`src/rtl/display_pkg.sv`:
```
// Shared types and helpers for the score/timer display path.
package display_pkg;

    typedef enum logic [1:0] {
        IDLE,
        SHIFT,
        DONE
    } conv_state_t;

    localparam int BCD_DIGIT_W = 4;

    function automatic longint unsigned max_decimal(input int num_digits);
        longint unsigned result;
        result = 1;
        for (int i = 0; i < num_digits; i++) begin
            result = result * 10;
        end
        return result - 1;
    endfunction

endpackage

```
`src/rtl/bcd_converter_dabble_digit.sv`:
```
// One double-dabble correction cell: add 3 to a BCD digit that is 5 or more.
module dabble_digit
    import display_pkg::*;
(
    input  logic [BCD_DIGIT_W-1:0] digit_in,
    output logic [BCD_DIGIT_W-1:0] digit_out
);

    assign digit_out = (digit_in >= BCD_DIGIT_W'(5)) ? digit_in + BCD_DIGIT_W'(3) : digit_in;

endmodule

```
`src/rtl/bcd_converter.sv`:
```
// Sequential binary-to-BCD encoder (double-dabble, one shift per clock) with a
// start/ready/done handshake and saturation at the largest displayable value.
module bcd_converter
    import display_pkg::*;
#(
    parameter int BIN_WIDTH  = 14,
    parameter int NUM_DIGITS = 4
) (
    input  logic                              clk,
    input  logic                              rst,
    input  logic                              start,
    input  logic [BIN_WIDTH-1:0]              value,
    output logic                              ready,
    output logic                              done,
    output logic [NUM_DIGITS*BCD_DIGIT_W-1:0] digits,
    output logic                              overflow
);

    localparam int SCR_W = NUM_DIGITS * BCD_DIGIT_W;
    localparam int CNT_W = $clog2(BIN_WIDTH + 1);
    localparam longint unsigned MAX_VALUE = max_decimal(NUM_DIGITS);
    // When the input width cannot reach MAX_VALUE, clamping never triggers.
    localparam bit CAN_OVF = MAX_VALUE < (64'd1 << BIN_WIDTH);
    localparam logic [BIN_WIDTH-1:0] MAX_BIN = CAN_OVF ? BIN_WIDTH'(MAX_VALUE) : '1;

    conv_state_t          state;
    logic [BIN_WIDTH-1:0] bin_q;
    logic [SCR_W-1:0]     scratch_q;
    logic [CNT_W-1:0]     cnt_q;
    logic                 ovf_pending;

    logic [SCR_W-1:0]     adjusted;
    logic [SCR_W-1:0]     scratch_next;
    logic                 value_ovf;

    for (genvar g = 0; g < NUM_DIGITS; g++) begin : g_dabble
        dabble_digit u_dabble (
            .digit_in  (scratch_q[g*BCD_DIGIT_W +: BCD_DIGIT_W]),
            .digit_out (adjusted[g*BCD_DIGIT_W +: BCD_DIGIT_W])
        );
    end

    assign scratch_next = {adjusted[SCR_W-2:0], bin_q[BIN_WIDTH-1]};
    assign value_ovf    = CAN_OVF && (value > MAX_BIN);

    // Results are registered on the final shift edge so they are already
    // valid during the single DONE cycle in which done is high.
    always_ff @(posedge clk) begin
        if (rst) begin
            state       <= IDLE;
            bin_q       <= '0;
            scratch_q   <= '0;
            cnt_q       <= '0;
            ovf_pending <= 1'b0;
            ready       <= 1'b1;
            done        <= 1'b0;
            digits      <= '0;
            overflow    <= 1'b0;
        end else begin
            case (state)
                IDLE: begin
                    done <= 1'b0;
                    if (start) begin
                        bin_q       <= value_ovf ? MAX_BIN : value;
                        scratch_q   <= '0;
                        cnt_q       <= CNT_W'(BIN_WIDTH);
                        ovf_pending <= value_ovf;
                        ready       <= 1'b0;
                        state       <= SHIFT;
                    end
                end
                SHIFT: begin
                    scratch_q <= scratch_next;
                    bin_q     <= bin_q << 1;
                    cnt_q     <= cnt_q - CNT_W'(1);
                    if (cnt_q == CNT_W'(1)) begin
                        digits   <= scratch_next;
                        overflow <= ovf_pending;
                        done     <= 1'b1;
                        state    <= DONE;
                    end
                end
                DONE: begin
                    done  <= 1'b0;
                    ready <= 1'b1;
                    state <= IDLE;
                end
                default: begin
                    done  <= 1'b0;
                    ready <= 1'b1;
                    state <= IDLE;
                end
            endcase
        end
    end

endmodule

```
`config.mk`:
```
export PLATFORM = sky130hd
export DESIGN_NAME = bcd_converter
export DESIGN_NICKNAME = d
export VERILOG_FILES = /design/src/rtl/display_pkg.sv /design/src/rtl/bcd_converter_dabble_digit.sv /design/src/rtl/bcd_converter.sv
export SDC_FILE = /design/constraint.sdc
export NUM_CORES = 1
export LEC_CHECK = 0
export BUFFER_PORTS_ARGS = -buffer_cell sky130_fd_sc_hd__buf_2
export CAP_MARGIN = 10
export CORE_MARGIN = 2
export CORE_UTILIZATION = 42
export DETAILED_ROUTE_END_ITERATION = 6
export GPL_TIMING_DRIVEN = 0
export PLACE_DENSITY = 0.7
export SKIP_CTS_REPAIR_TIMING = 1
export SLEW_MARGIN = 10
export SYNTH_ARGS = -nofsm -noshare
export SYNTH_HDL_FRONTEND = slang
export SYNTH_SLANG_ARGS = --single-unit
```
`constraint.sdc`:
```
create_clock -name clk -period 1.7 [get_ports clk]
set_input_delay 0.085 -clock clk [delete_from_list [all_inputs] [get_ports clk]]
set_output_delay 0.085 -clock clk [all_outputs]
set_load 0.05 [all_outputs]
```
== Word-level counts from Yosys, hierarchy flattened ==
Cells that the tools add are included.

* Bits of input ports: 17
* Register bits after elaboration: 56
* Logic and storage cells: 48

* $lt $le $gt $ge: 5
* Equal/unequal tests: 4
* Multiplexer cells: 16
* Bitwise logic cells: 1
* $add $sub $neg: 5
* Reduce and logical (&&, ||, !) cells: 8

{| class="wikitable"
|+ Operators with widths
! cell !! number
|-
| $pmux 16 s2 || 1
|-
| $mux 14 || 2
|-
| $pmux 14 s2 || 1
|-
| $ge 4x3->1 const B || 4
|-
| $mux 16 || 1
|-
| $mux 4 || 4
|-
| $gt 14x14->1 const B || 1
|-
| $add 4x2->4 const B || 3
|-
| $reduce_and 2->1 || 5
|-
| $pmux 4 s2 || 1
|-
| $eq 4x1->1 const B || 1
|-
| $mux 2 || 2
|-
| $ne 2x2->1 const B || 2
|-
| $pmux 2 s2 || 1
|-
| $sub 4x1->4 const B || 1
|-
| $add 3x2->3 const B || 1
|-
| $mux 3 || 1
|-
| $eq 2x1->1 const B || 1
|-
| $logic_not 2->1 || 1
|-
| $pmux 1 s2 || 1
|-
| $reduce_bool 2->1 || 1
|-
| $reduce_or 2->1 || 1
|-
| $mux 1 || 1
|-
| $not 1->1 || 1
|}

== Longest topological paths before layout ==
* Depth after elaboration: 4
* Mapped depth: 8

== Hierarchy ==
Synthesis repeated with hierarchy kept, for this count alone.

* Cells, all modules: 281
* Area total of the unflattened synthesis: 2641.3 µm²

{| class="wikitable"
|+ By module, submodules not included
! module !! cells an instance !! seq. area each (µm²) !! instances !! area an instance (µm²)
|-
| bcd_converter || 217 || 1121.1 || 1 || 2235.9
|-
| dabble_digit || 16 || 0.0 || 4 || 101.3
|}

== Worst setup path before layout ==
Ideal clock, no wire load.

* Kind: reg-to-reg
* Start: register scratch_q[8]
* End: register scratch_q[10]
* Slack: 0.231 ns
* Data required time: 1.625 ns
* Arrival: 1.394 ns
* Stages on the path, launching flop included: 7
* Cell sequence: dfxtp_1 -> inv_1 -> ha_1 -> nand2b_1 -> a21oi_1 -> mux2_2 -> o22ai_1

* Word-level cells in the longest chain between the ends: 3

{| class="wikitable"
|+ RTL lines
! what !! RTL line !! source
|-
| from (decl) || bcd_converter.sv:28 || <nowiki>logic [SCR_W-1:0] scratch_q;</nowiki>
|-
| from (signal assigned) || bcd_converter.sv:73 || <nowiki>scratch_q <= scratch_next;</nowiki>
|-
| $add 4x2->4 / $ge 4x3->1 (equally long branches) || bcd_converter_dabble_digit.sv:9 || <nowiki>assign digit_out = (digit_in >= BCD_DIGIT_W'(5)) ? digit_in + BCD_DIGIT_W'(3) : digit_in;</nowiki>
|-
| $mux 4 * || bcd_converter_dabble_digit.sv:9 ||
|-
| $pmux 16 s2 * || bcd_converter.sv:60 || <nowiki>case (state)</nowiki>
|}

Every way passes the cells marked *; elsewhere a longest branch is shown, timed or not.
A chain may end at the register's enable or synchronous reset.

== Final worst setup path ==
* Start: register cnt_q[1]
* End: register digits[7]

* Word-level cells in the longest chain between the ends: 2

{| class="wikitable"
|+ RTL lines
! what !! RTL line !! source
|-
| from (decl) || bcd_converter.sv:29 || <nowiki>logic [CNT_W-1:0] cnt_q;</nowiki>
|-
| from (signal assigned) || bcd_converter.sv:66 || <nowiki>cnt_q <= CNT_W'(BIN_WIDTH);</nowiki>
|-
| from (signal assigned) || bcd_converter.sv:75 || <nowiki>cnt_q <= cnt_q - CNT_W'(1);</nowiki>
|-
| $eq 4x1->1 || bcd_converter.sv:76 || <nowiki>if (cnt_q == CNT_W'(1)) begin</nowiki>
|-
| $reduce_and 2->1 (no source line) || - ||
|-
| to (signal assigned) || bcd_converter.sv:77 || <nowiki>digits <= scratch_next;</nowiki>
|-
| to (decl) || bcd_converter.sv:15 || <nowiki>output logic [NUM_DIGITS*BCD_DIGIT_W-1:0] digits,</nowiki>
|}

Every way passes these cells.

==> impl_metrics.json <==
{
  "cts_buffer_depth": 2,
  "tns_ns": 0,
  "min_from": "value[6]",
  "rrSetupSlack_ns": 0.13,
  "synthAdderAreaFrac": 0.0480,
  "cts-root-buf": "clkbuf_8",
  "grt_pass1_wl_mm": 9.89,
  "cts_max_level": 2,
  "finalClockSkew_ns": 0.0105,
  "yosys.area_share.simple": 0.208,
  "synth_xor_area_frac": 0.0134,
  "grt_antenna_before_repair": 0,
  "period_share": 0.925,
  "grt_overflow": 0,
  "ys.warnings.count": 0,
  "drive_above_1_share": 0.210,
  "synth_top_family_by_area": "compound AO/OA/AOI/OAI gates",
  "synth.net_count": 314,
  "synth.area.mux_share": 0.0163,
  "slowest_stage": "dfxtp_1",
  "drc_errors": 0,
  "fin_cells": 409,
  "crit_chain": "inv_1, ha_1, nor3b_4, nand2_1, buf_2, a211oi_1, nor3_1",
  "final_common_cell": "dfxtp_1",
  "final_cell_mix": "dfxtp_1 (56), buf_2 (38), nor2_1 (37), inv_1 (14), a21oi_1 (14)",
  "vias_per_cell": 5.49,
  "fill_cells": 568,
  "synth_edf_count": 0,
  "yosys.area.top_type": "dfxtp_1",
  "ys_async_sr_fraction": 0,
  "cts_tree": "yes",
  "coreArea_um2": 5960,
  "drt_first_pass_iters": 4,
  "p_leak_nw": 1.19,
  "num_rows": 28,
  "dp.cells": 396,
  "drtIter0Drc": 96,
  "yosysSeqAreaShare": 0.430,
  "die_w_um": 82.8,
  "rsz0062_at_grt": "false",
  "netlist_top_cells_area": "dfxtp_1 (43%), nor2_1 (5.3%), ha_1 (4.8%)",
  "slew_headroom": 0.617,
  "p_per_area_nw_per_um2": 814,
  "multi_input_area_um2": 1360,
  "clk_latency_ns": 0.32,
  "synthDistinctLibCells": 45,
  "syn_inst": 287,
  "clock_sinks": 56,
  "outcome": "complete, but fails checks",
  "place_congestion": 0.763,
  "start_util": 0.438,
  "netlist_area_um2": 2610,
  "n_antenna_cell": 0,
  "critPathKind": "flop to flop",
  "hold_ws_ns": -0.0108,
  "avgSynthCellArea_um2": 9.09,
  "min_period_ns": 1.57,
  "critPathMaxFanout": 10,
  "via_count": 2246,
  "wl_per_cell_um": 14.5,
  "violations": "negative hold slack",
  "ant_nets": 0,
  "max_freq_mhz": 636,
  "regArea_um2": 1120,
  "io_buffers": 34,
  "drv_slew": 0,
  "wl_mm": 5.91,
  "io_pins": 36,
  "track_usage": 0.189,
  "tightest_slew_ns": 0.569,
  "holdPathEnd": "bin_q[6]",
  "endpoint_kind": "flop",
  "dp_hpwl_mm": 4.30,
  "place_ws_ns": -0.0179,
  "finalSetupViolCount": 0,
  "cpPeakStageDelay_ns": 0.32,
  "die_h_um": 82.8,
  "setup_slack_ns": 0.127,
  "ir_worst_vdd_mv": 0.350,
  "yosys_most_used_dff": "dfxtp_1",
  "critPathTopFamily": "simple AND/OR/NAND/NOR gates",
  "area_growth_pct": 16.2,
  "synth_compound_area_frac": 0.229,
  "rr_endpoint": "digits[7]",
  "cp.arrival_ns": 1.77,
  "worst_r2r_path_depth": 7,
  "cts_inserted_buffers": 5,
  "maxCapViolations": 0,
  "hold_viol_final": 1,
  "rr_startpoint": "cnt_q[1]",
  "cp_num_buf_inv": 2,
  "die-area_um2": 6850,
  "first_global_vias": 2112,
  "synth.ff_latch_count": 56,
  "hold_depth": 2,
  "grt_max_degree": 19,
  "critPathRequiredTime_ns": 1.90,
  "clkTransAtPathRegs_ns": 0.11,
  "finalNetCount": 360,
  "hp-class": "input pin to flop",
  "start_kind": "flop",
  "synth_top_area_share": 0.430
}
==> power by group <==
group / total (mW) / switching, mW / internal, mW / leakage [nW]
Clock: 0.761 / 0.467 / 0.293 / 0.0404
Sequential: 1.40 / 0.0335 / 1.36 / 0.456
Combinational: 0.311 / 0.187 / 0.124 / 0.689
Total: 2.47 / 0.688 / 1.78 / 1.19
==> worst reg2reg max path: stages, from the launching register on <==
cell      delay (ns)
dfxtp_1         0.32
inv_1           0.09
ha_1            0.15
nor3b_4         0.23
nand2_1         0.15
buf_2           0.23
a211oi_1        0.24
nor3_1          0.06
==> cell usage after synthesis (all sizes together), types with 2 or more instances <==
| library cell | instances |
|---|---|
| clkbuf | 7 |
| nor2 | 38 |
| ha | 10 |
| a32o | 4 |
| buf | 9 |
| nor3 | 8 |
| nor3b | 10 |
| o31ai | 10 |
| a21oi | 17 |
| nor2b | 8 |
| o22ai | 9 |
| a211oi | 9 |
| nand3b | 6 |
| inv | 14 |
| or3 | 3 |
| nand2 | 8 |
| nand2b | 10 |
| o21ai | 13 |
| a22o | 2 |
| mux2 | 2 |
| a21o | 4 |
| a22oi | 6 |
| o2bb2ai | 6 |
| xnor2 | 4 |
| dfxtp | 56 |
| mux2i | 2 |
| nor4 | 4 |
==> cell type report <==
class,instances,area share
clock buffer,5,0.0227
sequential,56,0.370
tap,75,0.0310
multi-input combinational,201,0.450
inverter,14,0.0173
clock inverter,3,0.00784
buffer,16,0.0301
timing repair buffer,39,0.0710
==> metal layers <==
| layer | GRT usage | wire length (um) | share of wire | vias up |
|---|---|---|---|---|
| met5 | 0 | 0 | 0 | - |
| met1 | 0.238 | 2740 | 0.46 | 1060 |
| li1 | - | - | - | 1121 |
| met4 | 0.0902 | 145 | 0.025 | 0 |
| met3 | 0.0433 | 220 | 0.037 | 12 |
| met2 | 0.305 | 2810 | 0.47 | 53 |
==> how the worst max path moves through the flow <==
stage | startpoint | cells past startpoint | end
floorplan | scratch_q[8] | 6 | scratch_q[10]
detailed placement | cnt_q[1] | 7 | digits[3]
CTS | cnt_q[1] | 7 | digits[3]
global route | cnt_q[1] | 7 | digits[7]
global placement | cnt_q[1] | 7 | digits[3]
finish | cnt_q[1] | 7 | digits[7]
==> kinds of logic after synthesis <==
group | count (synthesis)
multiplexers | 4
buffers and inverters | 30
AND/OR/NAND/NOR | 98
adder cells (fa/ha/maj) | 10
flip-flops | 56
AO/OA/AOI/OAI | 85
XOR/XNOR | 4
==> registers in the layout (all words and copies together), names as in the netlist <==
name and count:
ovf_pending 1, cnt_q 4, overflow 1, bin_q 14, state 2, done 1, digits 16, scratch_q 16
ready 1
==> metrics by stage <==
stage	hold WS [ns]	total power, mW	area [um2]	utilization
after global placement	0.299	1.72	2870	0.482
after detailed placement	0.311	1.73	2870	0.482
final	-0.0108	2.47	3030	0.509
after global routing	0.00260	2.57	3030	0.509
after CTS	-0.0186	2.47	2960	0.498
after floorplan	0.202	1.64	2610	-
Note: power is estimated with default switching activity, not from simulation.
